[src/rtl/frame_chk_pkg.sv]
// ---------------------------------------------------------------------------
// Package: frame_chk_pkg
// Shared definitions for the AXI-Stream frame checker:
//   - chk_state_e   : receive FSM states (ST_IDLE, ST_RECV)
//   - KEEP_MAX      : widest tkeep the helper functions accept
//   - keep_popcount : number of set byte enables in the low nbytes bits
//   - keep_is_tail_legal : tkeep is non-zero and contiguous from bit 0
//   - LFSR_SEED / LFSR_TAPS : back-pressure LFSR configuration
// ---------------------------------------------------------------------------
package frame_chk_pkg;

    typedef enum logic {
        ST_IDLE = 1'b0,
        ST_RECV = 1'b1
    } chk_state_e;

    localparam int KEEP_MAX = 64;

    // x^16 + x^14 + x^13 + x^11 + 1, Fibonacci form (bits 15,13,12,10).
    localparam logic [15:0] LFSR_SEED = 16'hACE1;
    localparam logic [15:0] LFSR_TAPS = 16'hB400;

    function automatic logic [7:0] keep_popcount(input logic [KEEP_MAX-1:0] keep,
                                                 input int nbytes);
        logic [7:0] cnt;
        cnt = '0;
        for (int i = 0; i < KEEP_MAX; i++) begin
            if ((i < nbytes) && keep[i]) begin
                cnt = cnt + 8'd1;
            end
        end
        return cnt;
    endfunction

    // A mask of the form 2^k-1 (k>=1) has no bit in common with itself plus one.
    function automatic logic keep_is_tail_legal(input logic [KEEP_MAX-1:0] keep);
        return (keep != '0) && ((keep & (keep + KEEP_MAX'(1))) == '0);
    endfunction

endpackage

[src/rtl/axis_ready_lfsr.sv]
// ---------------------------------------------------------------------------
// Module: axis_ready_lfsr
// Pseudo-random back-pressure generator. A 16-bit LFSR advances every cycle
// and ready is deasserted when its two low bits are both zero (~25% stall).
// Ports:
//   clk   in  clock, rising edge
//   rst_n in  asynchronous active-low reset
//   ready out registered ready, 0 during reset
// ---------------------------------------------------------------------------
module axis_ready_lfsr
    import frame_chk_pkg::*;
(
    input  logic clk,
    input  logic rst_n,
    output logic ready
);

    logic [15:0] lfsr_q, lfsr_d;
    logic        ready_q, ready_d;

    always_comb begin
        lfsr_d  = {lfsr_q[14:0], ^(lfsr_q & LFSR_TAPS)};
        ready_d = (lfsr_q[1:0] != 2'b00);
    end

    always_ff @(posedge clk or negedge rst_n) begin
        if (!rst_n) begin
            lfsr_q  <= LFSR_SEED;
            ready_q <= 1'b0;
        end else begin
            lfsr_q  <= lfsr_d;
            ready_q <= ready_d;
        end
    end

    assign ready = ready_q;

endmodule

[config.mk]
export PLATFORM = sky130hd
export DESIGN_NAME = axis_ready_lfsr
export DESIGN_NICKNAME = d
export VERILOG_FILES = /design/src/rtl/frame_chk_pkg.sv /design/src/rtl/axis_ready_lfsr.sv
export SDC_FILE = /design/constraint.sdc
export NUM_CORES = 1
export LEC_CHECK = 0
export BUFFER_PORTS_ARGS = -buffer_cell sky130_fd_sc_hd__buf_2
export CAP_MARGIN = 0
export CORE_AREA = 8 8 45 47
export CTS_CLUSTER_SIZE = 20
export DETAILED_ROUTE_END_ITERATION = 12
export DIE_AREA = 0 0 53 55
export HOLD_SLACK_MARGIN = 0.1
export SYNTH_ARGS = -nofsm -noshare
export SYNTH_HDL_FRONTEND = slang
export SYNTH_SLANG_ARGS = --single-unit
export TNS_END_PERCENT = 10
[constraint.sdc]
create_clock -name clk -period 1.11 [get_ports clk]
set_input_delay 0.333 -clock clk [delete_from_list [all_inputs] [get_ports clk]]
set_output_delay 0.333 -clock clk [all_outputs]
set_load 0.1 [all_outputs]
==> results of run 1 <==
==> flip-flops by register name, summed over array words and instances (netlist names) <==
register and count:
lfsr_q 16, ready 1
==> cells by family after synthesis <==
kind of cell	share of synthesized area
AND/OR/NAND/NOR	0.01338
XOR/XNOR	0.05616
flip-flops	0.9305
==> worst min-delay path by stage <==
| stage | start | end |
|---|---|---|
| 3_5_place_dp | rst_n | lfsr_q[14] |
| 2_1_floorplan | rst_n | lfsr_q[12] |
| 3_3_place_gp | rst_n | lfsr_q[12] |
| 5_1_grt | lfsr_q[5] | lfsr_q[6] |
| 4_1_cts | lfsr_q[9] | lfsr_q[10] |
| 6_report | lfsr_q[8] | lfsr_q[9] |
==> timing repair <==
action,in CTS,in global routing
hold buffers,1,0
gates cloned,0,0
endpoints found under the hold margin,9,0
endpoints found under the setup margin,1,1
==> power by group through the flow <==
stage | Combinational [mW] | Clock, mW | Sequential [mW]
CTS | 0.0151 | 0.337 | 0.621
floorplan | 0.0000000189 | 0 | 0.631
finish | 0.0139 | 0.322 | 0.620
detailed placement | 0.0125 | 0 | 0.631
global placement | 0.0114 | 0 | 0.631
global route | 0.0165 | 0.382 | 0.621
==> area by class of cell <==
class,count,area [µm²]
clock buffers,3,22.52
clock inverters,1,7.507
fillers,132,829.5
multi-input cells,4,32.53
flip-flops and latches,17,436.7
well taps,16,20.02
repair buffers,3,35.03
==> layout by cell type, fill, tap and decap left out <==
| cell | count |
|---|---|
| or2_2 | 1 |
| dfrtp_2 | 1 |
| dfstp_2 | 8 |
| clkbuf_4 | 3 |
| buf_2 | 1 |
| dlygate4sd3_1 | 1 |
| clkinvlp_4 | 1 |
| xnor2_1 | 2 |
| dfrtp_1 | 8 |
| xor2_1 | 1 |
| buf_12 | 1 |
==> layer usage <==
metal	vias to the layer above	global-route usage	wire length, µm
met3	3	0.05882	57
met2	5	0.08398	289
met1	89	0.05136	219
met4	0	0.03879	10
met5	-	0	0
li1	78	-	-
==> results.md, run 1 <==
* Outcome: finished with violations
* Failing checks: negative setup slack
* Core Footprint at between 1000 and 1500 µm²
* Initial antenna violation count at 0
* WL final at about 580 µm
* FP Rows at 14
* Sum Neg Setup Slack at -0.09765 ns
* Hold slack at ~0.36 ns
* Final period util at 1.088
* Chip Height at roughly 55 µm
* P_sw at 0.1949 mW
* Reg power frac at 0.649
* Yosys warns at 0
* GP Congestion at approximately 0.65
* Number of synthesized flops with an enable pin at 0
* Clock power frac at 0.336
* Worst-case clock buffer depth at 2
* Worst EP required at 0.78 ns
* R2r endpoint: lfsr_q[0]
* Via density per instance at 3.977
* Post-synth top flop: dfrtp_1
* Worst slack, placed at roughly 0.18 ns
* Hold Crit Class: flip-flop to flip-flop
* Rel. slew slack at 0.7790
* Port Buffers at 2
* Hold depth at 0
* DR vias at approximately 180
* Vias in the first global route at ~220
* Crit path max-delay family: flip-flops
* Worst-path cell chain: buf_12
* H-tree Lvls at 1
* ANT cells at 0
* DR pass1 iterations at 1
* Finish-stage setup viols at 1
* Synth Instances at 21
* RSZ-0062 raised after global routing: yes
* Reg2reg setup slack at between 0.15 and 0.2 ns
* # IOs at 3
* Synth Register Bits at 17
* P_leak at 0.2557 nW
* R2R cell count at 2
* Slowest stage delay, CP at 0.42 ns
* Max FO, Critical Path at 1
* Distinct cells, synth at 5
* F_max at 828.1 MHz
* Buffer count from post-CTS setup fixing at 0
* Pin count of the biggest net entering global routing at 18
* VDD IR max at 0.8195 mV
* Kind of critical path: flip-flop to output port
* Cell area after layout at 554.3 µm²
* Crit path buf inv count at 1
* Power Total at about 0.96 mW
* Final WS setup at -0.09765 ns
* Final std cells w/o fill at 44
* Area of placed instances at ~500 µm²
* CP endpoint kind: output port
* DR iter-0 viols at 0
* Least-Margin Pin Slew at approximately 0.33 ns
* Resized cells post-CTS at 0
* DPL Wire Length at 385 µm
* Cell Count Post-Placement at 39
* First-pass GRT wire length at ~1100 µm
* Clock sinks at 17
* Util after Layout at 0.4005
* DIE AREA at 2915 µm²
* Syn avg cell area at 22.28 µm²
* WP data arrival at roughly 0.87 ns
* CP max stage cell: dfrtp_2
* CTS tree: done
* P per Cell Area at between 1500 and 2000 nW/µm²
* Area growth syn-to-layout at 18.45%
* Clk Latency, worst-skew pair at 0.29 ns
* Combinational Power Share at 0.015
* Root buffer cell: clkbuf_4
* Final hold vios at 0
* Synth top area cells: dfrtp_1 (48%), dfstp_2 (45%), xnor2_1 (3.7%)
* Gr ovfl total at 0
* Seq/Total Area, Yosys at 0.9305
* Sw Share at 0.2039
* GRT Overall Usage at 0.05905
* CP Depth at 1
* Most common cell in the netlist: dfrtp_1
* Startpoint Class: flip-flop
* Clock transition at the registers of the reported paths at approximately 0.090 ns
* Worst r2r src: lfsr_q[15]
* Synth async-reset ratio at 1.000
* CTS Buf Count at 3
* Drt drc at 0
* Area leader, netlist: dfrtp_1
* Syn nets at 23
* Share of Yosys cell area claimed by the top area cell type at 0.4813
* Most instantiated cells after synthesis: dfrtp_1 (9), dfstp_2 (8), xnor2_1 (2)
* Nets@finish at 31
* Tmin final at roughly 1.2 ns
* Max Transition Viols Final at 0
* Initial Util at 0.3382
* Layout Skew at ~0.0013 ns
* Cell area after synthesis at between 400 and 500 µm²
* # Max-Cap Violations at 0
* DRT antenna net count at 0
* Internal Power at about 0.76 mW
* Critical Path End: ready
* Layout cell share with drive strength beyond 1 at 0.5714
* CP Launch Point: ready
* DR WL/cell at between 10 and 15 µm
* Horiz. Die Dim at 53 µm
No activity file was read; power rests on OpenSTA's default activity.
==> run 2: changes to the inputs <==
GPL_TIMING_DRIVEN = 0   (was not set)
==> results.md, run 2 (synthesis results as in run 1) <==
* DR iter-0 viols at 1
* WP data arrival at around 0.85 ns
* Gr ovfl total at 0
* Rel. slew slack at 0.7748
* Max Transition Viols Final at 0
* H-tree Lvls at 1
* Outcome: finished with violations
* Horiz. Die Dim at ~53 µm
* Hold depth at 0
* HP Start: lfsr_q[5]
* CTS Buf Count at 3
* GP Congestion at around 0.65
* Finish-stage setup viols at 1
* VDD IR max at roughly 0.77 mV
* Kind of critical path: flip-flop to output port
* Layout Skew at 0.002477 ns
* Worst-path cell chain: buf_8
* Tmin final at 1.186 ns
* Failing checks: negative setup slack
* DR pass1 iterations at 3
* Sink of the worst hold path: lfsr_q[6]
* Chip Height at approximately 55 µm
* Crit path buf inv count at 1
* P_leak at roughly 0.26 nW
* FP Rows at 14
* CP max stage cell: dfrtp_2
* R2r endpoint: lfsr_q[0]
* Least-Margin Pin Slew at between 0.3 and 0.4 ns
* Worst r2r src: lfsr_q[15]
* Clock sinks at 17
* Final period util at 1.069
* Startpoint Class: flip-flop
* ANT cells at 0
* Buffer count from post-CTS setup fixing at 0
* Port Buffers at 2
* Nets@finish at 31
* DR WL/cell at roughly 12 µm
* Vias in the first global route at about 200
* F_max at roughly 840 MHz
* DIE AREA at 2915 µm²
* GRT Overall Usage at 0.04401
* WL final at around 540 µm
* Root buffer cell: clkbuf_4
* First-pass GRT wire length at around 850 µm
* Clk Latency, worst-skew pair at 0.27 ns
* Area growth syn-to-layout at 16.58%
* Worst-case clock buffer depth at 2
* Core Footprint at around 1400 µm²
* Crit path max-delay family: flip-flops
* Pin count of the biggest net entering global routing at 18
* Util after Layout at 0.3942
* CP endpoint kind: output port
* Final WS setup at -0.07644 ns
* Max FO, Critical Path at 1
* CP Depth at 1
* FILL cells at about 130
* Via density per instance at roughly 3.7
* Final hold vios at 0
* Initial antenna violation count at 0
* P per Cell Area at 1706 nW/µm²
* Most frequent cells in the layout: dfstp_2 (8), dfrtp_1 (8), clkbuf_4 (3), xnor2_1 (2)
* R2R cell count at 2
* DPL Wire Length at 344.5 µm
* Clock transition at the registers of the reported paths at roughly 0.080 ns
* DR vias at between 150 and 200
* Slowest stage delay, CP at slightly above 0.4 ns
* Hold Crit Class: flip-flop to flip-flop
* Layout cell share with drive strength beyond 1 at 0.5357
* Reg2reg setup slack at about 0.16 ns
* RSZ-0062 raised after global routing: yes
* Drt drc at 0
* # Max-Cap Violations at 0
* # IOs at 3
* CTS tree: done
* Reg with most FFs: lfsr_q
* DRT antenna net count at 0
* Max reg flops at 16
* Worst EP required at 0.78 ns
* Initial Util at 0.3382
* Worst slack, placed at around 0.046 ns
## run 2: final cells by class
type	instances	area, µm²	share of cell area
tap	16	20.02	0.03670
clock buffer	4	26.28	0.04817
sequential	17	436.7	0.8005
multi-input combinational	4	32.53	0.05963
timing repair buffer	3	30.03	0.05505
## run 2: worst max path at each step
stage                      from  endpoint
after floorplan           ready     ready
after global placement    ready     ready
after detailed placement  ready     ready
after CTS                 ready     ready
after global routing      ready     ready
final                     ready     ready
## run 2: metrics by stage
step	TNS (ns)	hold slack (ns)	cell area [µm²]	instances	total power, mW
after global placement	0	0.2417	499.2	39	0.6428
after detailed placement	0	0.2554	499.2	39	0.6438
final	-0.07644	0.3589	545.5	44	0.9308
after floorplan	0	0.03741	469.2	21	0.6315
after CTS	-0.08764	0.3631	541.8	44	0.9428
after global routing	-0.1090	0.3678	545.5	44	0.9736
## run 2: repair_timing
action                                 4_1_cts  5_1_grt
endpoints found under the hold margin        9        0
cloned                                       0        0
resized for setup                            2        1
setup endpoints to repair                    1        1
hold buffers                                 1        0
## run 2: per-layer routing
layer  global-route usage  part of all wire  vias to the layer above
met3              0.02674             0.066                        0
met2              0.06055              0.45                        2
met1              0.05136              0.48                       84
met5                    0                 0                        -
met4              0.02586                 0                        0
li1                     -                 -                       77
## run 2: power breakdown
part | total [mW] | switching (mW) | leakage [nW] | internal, mW
clock | 0.296 | 0.157 | 0.0150 | 0.139
combinational | 0.0141 | 0.0106 | 0.0342 | 0.00357
sequential | 0.620 | 0 | 0.207 | 0.620
